$ cat config.mk
export PLATFORM = sky130hd
export DESIGN_NAME = control_sequencer_flat
export DESIGN_NICKNAME = d
export VERILOG_FILES = /design/src/rtl/cpu_pkg.sv /design/src/rtl/control_sequencer_if.sv /design/src/rtl/fs_decoder.sv /design/src/rtl/control_sequencer.sv /design/src/flat_wrapper.sv
export SDC_FILE = /design/constraint.sdc
export NUM_CORES = 1
export LEC_CHECK = 0
export ABC_AREA = 1
export CELL_PAD_IN_SITES_DETAIL_PLACEMENT = 1
export CELL_PAD_IN_SITES_GLOBAL_PLACEMENT = 1
export CORE_UTILIZATION = 28
export CTS_CLUSTER_SIZE = 16
export DETAILED_ROUTE_END_ITERATION = 12
export GPL_ROUTABILITY_DRIVEN = 0
export GPL_TIMING_DRIVEN = 0
export PLACE_DENSITY_LB_ADDON = 0.15
export SYNTH_ARGS = -nofsm -noshare
export SYNTH_HDL_FRONTEND = slang
export SYNTH_SLANG_ARGS = --single-unit
$ cat constraint.sdc
create_clock -name clk -period 2.1 [get_ports clk]
set_clock_uncertainty 0.05 [all_clocks]
set_input_delay 0.42 -clock clk [delete_from_list [all_inputs] [get_ports clk]]
set_output_delay 0.42 -clock clk [all_outputs]
set_load 0.02 [all_outputs]
$ cat src/rtl/cpu_pkg.sv
// cpu_pkg: definitions shared by the control sequencer and its decoder.
//   - opcode constants for ir[15:12]
//   - function-select (FS) codes seen by the ALU and the carry-in logic
//   - sequencer state encoding
//   - instruction field positions and field-extraction helpers
package cpu_pkg;

  // Opcodes
  localparam logic [3:0] OP_MOVA = 4'h0;
  localparam logic [3:0] OP_INC  = 4'h1;
  localparam logic [3:0] OP_ADD  = 4'h2;
  localparam logic [3:0] OP_SUB  = 4'h3;
  localparam logic [3:0] OP_DEC  = 4'h4;
  localparam logic [3:0] OP_AND  = 4'h5;
  localparam logic [3:0] OP_OR   = 4'h6;
  localparam logic [3:0] OP_XOR  = 4'h7;
  localparam logic [3:0] OP_NOT  = 4'h8;
  localparam logic [3:0] OP_MOVB = 4'h9;
  localparam logic [3:0] OP_SHR  = 4'hA;
  localparam logic [3:0] OP_SHL  = 4'hB;
  localparam logic [3:0] OP_LD   = 4'hC;
  localparam logic [3:0] OP_ST   = 4'hD;
  localparam logic [3:0] OP_BRZ  = 4'hE;
  localparam logic [3:0] OP_HALT = 4'hF;

  // Function-select codes
  localparam logic [3:0] FS_MOVA = 4'b0000;
  localparam logic [3:0] FS_INC  = 4'b0001;
  localparam logic [3:0] FS_ADD  = 4'b0010;
  localparam logic [3:0] FS_SUB  = 4'b0101;
  localparam logic [3:0] FS_DEC  = 4'b0110;
  localparam logic [3:0] FS_AND  = 4'b1000;
  localparam logic [3:0] FS_OR   = 4'b1001;
  localparam logic [3:0] FS_XOR  = 4'b1010;
  localparam logic [3:0] FS_NOT  = 4'b1011;
  localparam logic [3:0] FS_MOVB = 4'b1100;
  localparam logic [3:0] FS_SHR  = 4'b1101;
  localparam logic [3:0] FS_SHL  = 4'b1110;

  // Sequencer states
  typedef enum logic [1:0] {
    ST_FETCH = 2'd0,
    ST_EXEC  = 2'd1,
    ST_MEM   = 2'd2,
    ST_HALT  = 2'd3
  } state_t;

  // Instruction field positions (LSB of each field)
  localparam int IR_OP_LSB = 12;
  localparam int IR_DR_LSB = 9;
  localparam int IR_SA_LSB = 6;
  localparam int IR_SB_LSB = 3;

  function automatic logic [3:0] ir_op(input logic [15:0] ir);
    return ir[IR_OP_LSB +: 4];
  endfunction

  function automatic logic [2:0] ir_dr(input logic [15:0] ir);
    return ir[IR_DR_LSB +: 3];
  endfunction

  function automatic logic [2:0] ir_sa(input logic [15:0] ir);
    return ir[IR_SA_LSB +: 3];
  endfunction

  function automatic logic [2:0] ir_sb(input logic [15:0] ir);
    return ir[IR_SB_LSB +: 3];
  endfunction

  // Branch offset reuses the DR and SB slots: {ir[11:9], ir[5:3]}
  function automatic logic [5:0] ir_brz_off(input logic [15:0] ir);
    return {ir[IR_DR_LSB +: 3], ir[IR_SB_LSB +: 3]};
  endfunction

endpackage

$ cat src/rtl/control_sequencer_if.sv
// control_sequencer_if: instruction-memory, data-memory and datapath-control
// signals of the control sequencer.
//   imem_req/imem_addr/imem_ack/imem_data : instruction fetch
//   dmem_req/dmem_we/dmem_ack             : data memory access
//   Z                                     : zero flag from the function unit
//   FS/DA/AA/BA/RW/MD                     : datapath control
//   halted                                : sequencer is in HALT
//
// Handshake: a request is a level held high until the responder raises the
// matching ack for one cycle; the transfer happens in that cycle (ack while
// req is high). An ack seen while the request is low is ignored. There is
// no ready/backpressure in the other direction and no timeout.
interface control_sequencer_if #(
  parameter int PC_W = 8
);
  logic            imem_req;
  logic [PC_W-1:0] imem_addr;
  logic            imem_ack;
  logic [15:0]     imem_data;
  logic            dmem_req;
  logic            dmem_we;
  logic            dmem_ack;
  logic            Z;
  logic [3:0]      FS;
  logic [2:0]      DA;
  logic [2:0]      AA;
  logic [2:0]      BA;
  logic            RW;
  logic            MD;
  logic            halted;

  modport master (
    output imem_req, imem_addr,
    input  imem_ack, imem_data,
    output dmem_req, dmem_we,
    input  dmem_ack,
    input  Z,
    output FS, DA, AA, BA, RW, MD, halted
  );

  modport slave (
    input  imem_req, imem_addr,
    output imem_ack, imem_data,
    input  dmem_req, dmem_we,
    output dmem_ack,
    output Z,
    input  FS, DA, AA, BA, RW, MD, halted
  );
endinterface

$ cat src/rtl/fs_decoder.sv
// fs_decoder: combinational opcode -> function-select table.
// Ports:
//   i_opcode [3:0] : instruction opcode
//   o_fs     [3:0] : FS code for ALU opcodes, FS_MOVA otherwise
//   o_is_alu       : 1 for register-to-register ALU opcodes (0..B)
module fs_decoder
  import cpu_pkg::*;
(
  input  logic [3:0] i_opcode,
  output logic [3:0] o_fs,
  output logic       o_is_alu
);

  always_comb begin
    o_fs     = FS_MOVA;
    o_is_alu = 1'b1;
    case (i_opcode)
      OP_MOVA: o_fs = FS_MOVA;
      OP_INC:  o_fs = FS_INC;
      OP_ADD:  o_fs = FS_ADD;
      OP_SUB:  o_fs = FS_SUB;
      OP_DEC:  o_fs = FS_DEC;
      OP_AND:  o_fs = FS_AND;
      OP_OR:   o_fs = FS_OR;
      OP_XOR:  o_fs = FS_XOR;
      OP_NOT:  o_fs = FS_NOT;
      OP_MOVB: o_fs = FS_MOVB;
      OP_SHR:  o_fs = FS_SHR;
      OP_SHL:  o_fs = FS_SHL;
      // LD/ST/BRZ/HALT: A-bus pass-through, no register write-back
      default: begin
        o_fs     = FS_MOVA;
        o_is_alu = 1'b0;
      end
    endcase
  end

endmodule

$ cat src/rtl/control_sequencer.sv
// control_sequencer: multi-cycle instruction sequencer, one instruction in
// flight: FETCH -> EXEC -> (MEM for LD/ST) -> FETCH; HALT is terminal.
// Ports:
//   clk     : clock, all state changes on the rising edge
//   rst     : synchronous active-high reset
//   bus     : control_sequencer_if.master (memories + datapath control)
//   o_state : current sequencer state, for observation
// All bus outputs are combinational from the state, pc and ir registers
// (plus the acks/Z of the current cycle where a decision depends on them).
module control_sequencer
  import cpu_pkg::*;
#(
  parameter int              PC_W     = 8,
  parameter logic [PC_W-1:0] RESET_PC = '0
) (
  input  logic                 clk,
  input  logic                 rst,
  control_sequencer_if.master  bus,
  output state_t               o_state
);

  state_t          r_state;
  logic [PC_W-1:0] r_pc;
  logic [15:0]     r_ir;

  state_t          w_state_nxt;
  logic [PC_W-1:0] w_pc_nxt;
  logic [15:0]     w_ir_nxt;

  logic [3:0]        w_op;
  logic [2:0]        w_dr;
  logic [2:0]        w_sa;
  logic [2:0]        w_sb;
  logic signed [5:0] w_off6;
  logic [PC_W-1:0]   w_off;
  logic [3:0]        w_alu_fs;
  logic              w_is_alu;
  logic              w_unused_ir;

  assign w_op   = ir_op(r_ir);
  assign w_dr   = ir_dr(r_ir);
  assign w_sa   = ir_sa(r_ir);
  assign w_sb   = ir_sb(r_ir);
  assign w_off6 = ir_brz_off(r_ir);
  // Signed size cast sign-extends the 6-bit offset to the pc width
  assign w_off  = PC_W'(w_off6);
  assign w_unused_ir = ^r_ir[2:0];

  assign o_state = r_state;

  fs_decoder u_fs_decoder (
    .i_opcode (w_op),
    .o_fs     (w_alu_fs),
    .o_is_alu (w_is_alu)
  );

  // State, pc and ir registers
  always_ff @(posedge clk) begin
    if (rst) begin
      r_state <= ST_FETCH;
      r_pc    <= RESET_PC;
      r_ir    <= 16'h0000;
    end else begin
      r_state <= w_state_nxt;
      r_pc    <= w_pc_nxt;
      r_ir    <= w_ir_nxt;
    end
  end

  // Next state and outputs
  always_comb begin
    w_state_nxt   = r_state;
    w_pc_nxt      = r_pc;
    w_ir_nxt      = r_ir;
    bus.imem_req  = 1'b0;
    bus.imem_addr = r_pc;
    bus.dmem_req  = 1'b0;
    bus.dmem_we   = 1'b0;
    bus.FS        = FS_MOVA;
    bus.DA        = 3'd0;
    bus.AA        = 3'd0;
    bus.BA        = 3'd0;
    bus.RW        = 1'b0;
    bus.MD        = 1'b0;
    bus.halted    = 1'b0;

    unique case (r_state)
      ST_FETCH: begin
        bus.imem_req = 1'b1;
        if (bus.imem_ack) begin
          w_ir_nxt    = bus.imem_data;
          w_pc_nxt    = r_pc + PC_W'(1);
          w_state_nxt = ST_EXEC;
        end
      end

      ST_EXEC: begin
        bus.DA = w_dr;
        bus.AA = w_sa;
        bus.BA = w_sb;
        if (w_is_alu) begin
          bus.FS      = w_alu_fs;
          bus.RW      = 1'b1;
          w_state_nxt = ST_FETCH;
        end else begin
          case (w_op)
            OP_LD, OP_ST: w_state_nxt = ST_MEM;
            OP_BRZ: begin
              // pc already points past the branch; offset is relative to it
              if (bus.Z) w_pc_nxt = r_pc + w_off;
              w_state_nxt = ST_FETCH;
            end
            default: w_state_nxt = ST_HALT;
          endcase
        end
      end

      ST_MEM: begin
        bus.dmem_req = 1'b1;
        bus.dmem_we  = (w_op == OP_ST);
        bus.AA       = w_sa;
        bus.BA       = w_sb;
        if (bus.dmem_ack) begin
          // Load data is written back only in the completing cycle
          if (w_op == OP_LD) begin
            bus.RW = 1'b1;
            bus.MD = 1'b1;
            bus.DA = w_dr;
          end
          w_state_nxt = ST_FETCH;
        end
      end

      ST_HALT: begin
        bus.halted = 1'b1;
      end

      default: w_state_nxt = ST_FETCH;
    endcase
  end

endmodule

$ cat src/flat_wrapper.sv
// flat-port wrapper written by rule: the top's interface ports become plain ports
module control_sequencer_flat import cpu_pkg::*;
#(
  parameter int              PC_W     = 8,
  parameter logic [PC_W-1:0] RESET_PC = '0
)
  (clk, rst, o_state, bus_imem_req, bus_imem_addr, bus_imem_ack, bus_imem_data, bus_dmem_req, bus_dmem_we, bus_dmem_ack, bus_Z, bus_FS, bus_DA, bus_AA, bus_BA, bus_RW, bus_MD, bus_halted);
  control_sequencer_if #(.PC_W(PC_W)) bus_i ();
  input  logic clk;
  input  logic rst;
  output state_t o_state;
  output wire logic [$bits(bus_i.imem_req)-1:0] bus_imem_req;
  output wire logic [$bits(bus_i.imem_addr)-1:0] bus_imem_addr;
  input wire logic [$bits(bus_i.imem_ack)-1:0] bus_imem_ack;
  input wire logic [$bits(bus_i.imem_data)-1:0] bus_imem_data;
  output wire logic [$bits(bus_i.dmem_req)-1:0] bus_dmem_req;
  output wire logic [$bits(bus_i.dmem_we)-1:0] bus_dmem_we;
  input wire logic [$bits(bus_i.dmem_ack)-1:0] bus_dmem_ack;
  input wire logic [$bits(bus_i.Z)-1:0] bus_Z;
  output wire logic [$bits(bus_i.FS)-1:0] bus_FS;
  output wire logic [$bits(bus_i.DA)-1:0] bus_DA;
  output wire logic [$bits(bus_i.AA)-1:0] bus_AA;
  output wire logic [$bits(bus_i.BA)-1:0] bus_BA;
  output wire logic [$bits(bus_i.RW)-1:0] bus_RW;
  output wire logic [$bits(bus_i.MD)-1:0] bus_MD;
  output wire logic [$bits(bus_i.halted)-1:0] bus_halted;
  assign bus_imem_req = bus_i.imem_req;
  assign bus_imem_addr = bus_i.imem_addr;
  assign bus_i.imem_ack = bus_imem_ack;
  assign bus_i.imem_data = bus_imem_data;
  assign bus_dmem_req = bus_i.dmem_req;
  assign bus_dmem_we = bus_i.dmem_we;
  assign bus_i.dmem_ack = bus_dmem_ack;
  assign bus_i.Z = bus_Z;
  assign bus_FS = bus_i.FS;
  assign bus_DA = bus_i.DA;
  assign bus_AA = bus_i.AA;
  assign bus_BA = bus_i.BA;
  assign bus_RW = bus_i.RW;
  assign bus_MD = bus_i.MD;
  assign bus_halted = bus_i.halted;
  control_sequencer #(.PC_W(PC_W), .RESET_PC(RESET_PC)) u_core (.clk(clk), .rst(rst), .bus(bus_i), .o_state(o_state));
endmodule
==> results <==
worst min path at each step:
stage                              start        endpoint  slack [ps]  depth (start not counted)
final                     u_core.r_ir[6]  u_core.r_ir[6]         450                          2
after global routing      u_core.r_ir[6]  u_core.r_ir[6]         480                          2
after CTS                 u_core.r_ir[6]  u_core.r_ir[6]         450                          2
after detailed placement  u_core.r_ir[6]  u_core.r_ir[6]         430                          2
after global placement    u_core.r_ir[8]  u_core.r_ir[8]         410                          2
after floorplan           u_core.r_ir[6]  u_core.r_ir[6]         400                          2
repair_timing:
action,4_1_cts,5_1_grt
buffers inserted,6,1
endpoints found under the setup margin,20,17
pin swaps,6,6
hold buffers,0,0
resized for setup,73,34
routing by layer:
layer  vias up  routed length [µm]  track usage, %
li1        847                   -               -
met1       767                2250            21.0
met2        33                2210            28.9
met3         5                 159            2.75
met4         0                  56            4.62
met5         -                   0               0
metrics by stage:
step,instances,util (%),setup WS [ps]
6_report,356,44.2,42.4
5_1_grt,356,44.2,-94.5
4_1_cts,355,43.4,-4.97
3_5_place_dp,346,40.6,-409
3_3_place_gp,346,40.6,-408
2_1_floorplan,230,-,2.20
where the power goes:
part / total, mW / leakage [nW] / internal [mW] / switching [mW]
Clock: 0.292 / 0.0228 / 0.136 / 0.156
Sequential: 0.538 / 0.192 / 0.484 / 0.0538
Combinational: 0.528 / 0.853 / 0.226 / 0.302
Total: 1.36 / 1.07 / 0.847 / 0.511
registers in the layout (all words and copies together), names as in the netlist:
signal                flops
u_core.r_ir              13
u_core.bus.imem_addr      8
u_core.o_state            2
synthesized netlist by cell type, drive strengths merged (2+ instances only):
| master | instances |
|---|---|
| o21ai | 23 |
| inv | 33 |
| ha | 13 |
| nand3 | 11 |
| nand2 | 46 |
| clkinv | 2 |
| nor2 | 43 |
| xor2 | 3 |
| a211oi | 2 |
| clkbuf | 3 |
| dfxtp | 23 |
| nor3 | 2 |
| a21oi | 15 |
final cells by class:
cell class	count	area, µm²
tap	70	87.6
multi-input combinational	168	1070
timing repair buffer	53	457
fill	687	2900
clock buffer	4	45.0
buffer	3	18.8
inverter	35	151
sequential	23	470
critical path: cells and delay by family, from the launching register on:
family | cells | cell delay [ps]
and+or+nand+nor | 9 | 650
DFF | 1 | 380
adders and majority gates | 3 | 640
buffers and inverters | 5 | 230
cells by family (layout without fill, tap and decap cells):
kind of cell / after synthesis / after routing / share of synthesized area, %
xor+xnor: 4 / 4 / 2.27
flops: 23 / 23 / 29.8
mux: 1 / 1 / 0.648
compound gates: 44 / 44 / 16.0
buf+inv: 39 / 95 / 10.8
simple gates: 105 / 105 / 28.6
fa+ha+maj: 14 / 14 / 11.8
==> key figures <==
Run status
  – Status: finished clean

Detailed routing
  – Vias per cell: 4.64
  – Via count: 1,652
  – # DRC: 0
  – Antenna-violating nets left: 0
  – Routed WL: 4680 µm
  – Iter 0 DRT Violations: 46
  – Routed len/inst: 13.1 µm
  – Drt first pass iters: 4

Die
  – Placeable Area: 0.00520 mm²
  – Rows: 26
  – Die X: 76.3 µm
  – Initial core utilization: 29.7%
  – Number of I/O pins: 50
  – Die Area: 0.00581 mm²
  – Vert. Die Dim: 76.3 µm

Setup path
  – Worst r2r src: u_core.o_state[1]
  – Max stage delay cell, worst path: dfxtp_4
  – Worst R2R Path Depth: 17
  – Setup crit end: u_core.bus.imem_addr[6]
  – FF-to-FF End: u_core.bus.imem_addr[6]
  – Crit start category: register
  – Worst stage delay on the critical path: 380 ps
  – CP Cell Sequence: inv_4 -> ha_4 -> inv_4 -> or2_4 -> ha_4 -> inv_4 -> fa_2 -> inv_2 -> nand2_2 -> nand3_2 -> nand3_2 -> nand3_2 -> nand2_2 -> nand3_2 -> nand3_2 -> nand2_1 -> inv_1
  – CP Data Arrival Time: 2190 ps
  – CP Class: reg -> reg
  – CP Capture Type: register
  – FF-to-FF setup slack: 40 ps
  – CP startpoint: u_core.o_state[1]
  – Most frequent CP cell: nand3_2
  – Worst Path Max Fanout: 4
  – Required time worst endpoint: 2230 ps

STA
  – Clock period minus worst slack: 2060 ps
  – Number of hold violations in the final report: 0
  – Pin slew with the least headroom to its limit: 398 ps
  – Max-slew violations: 0
  – Fmax achieved: 486 MHz
  – Rel. slew slack: 73.5%
  – Hold WS: 447 ps
  – Period utilisation layout: 98.0%
  – TNS Setup: 0 ps
  – Unrepaired setup endpoints after global routing: true
  – Final setup viols: 0

Finish
  – Area grow syn2layout: 49.1%
  – Final nets: 322
  – Most common cell after layout, fill and taps aside: nand2_1
  – Most frequent cells in the layout: 37 x nand2_1, 33 x nor2_1, 29 x clkdlybuf4s50_1
  – N_diodes: 0
  – Layout cells sized above 1: 26.9%
  – Finished layout cell area: 0.00230 mm²

Clocking
  – Reg clk slew, reported paths: 90 ps
  – Clk_lat worst skew: 270 ps
  – CTS root buf: clkbuf_8
  – Deepest clock path buffer count: 2
  – H-tree depth: 1
  – CTS tree: done
  – CTS Buf Count: 3
  – # clock sinks: 23

Yosys
  – Post-synth ARST share: 0%
  – Cell variety after synth: 32
  – Sequential cell area fraction in the yosys report: 29.8%
  – Synth Flop Type: dfxtp_1
  – Largest cells by area after synthesis: dfxtp_1 30%, ha_1 11%, nand2_1 10%
  – Mapped Area: 0.00154 mm²
  – Ys Warns: 0
  – Post-Syn Nets: 265
  – Number of flops mapped to enable cells by yosys: 0
  – Synth top area share: 29.8%
  – Seq cells post-synth: 23
  – Mapped Cells: 230
  – Cell taking the most area after synthesis: dfxtp_1
  – Mapped Avg Cell Area: 6.71 µm²

Placement
  – Instance area after placement: 0.00211 mm²
  – Port bufs: 46
  – HPWL Detailed: 3420 µm

Global routing
  – First-pass GRT wire length: 7710 µm
  – Antenna violations before repair: 0
  – Vias in the first global route: 1,622
  – GRT overflow: 0
  – GR Util All Layers: 16.6%
  – Largest net degree at the start of global routing: 13

Worst hold path
  – Hold Path Class: reg -> reg

Pwr
  – PD cells: 590 mW/mm²
  – Lkg Pwr: 1.07 nW
  – Power Total: 1.36 mW
  – Peak supply drop: 0.000290 V

Run
  – MaxCap Viol Count: 0
(Power assumes the default switching activity.)
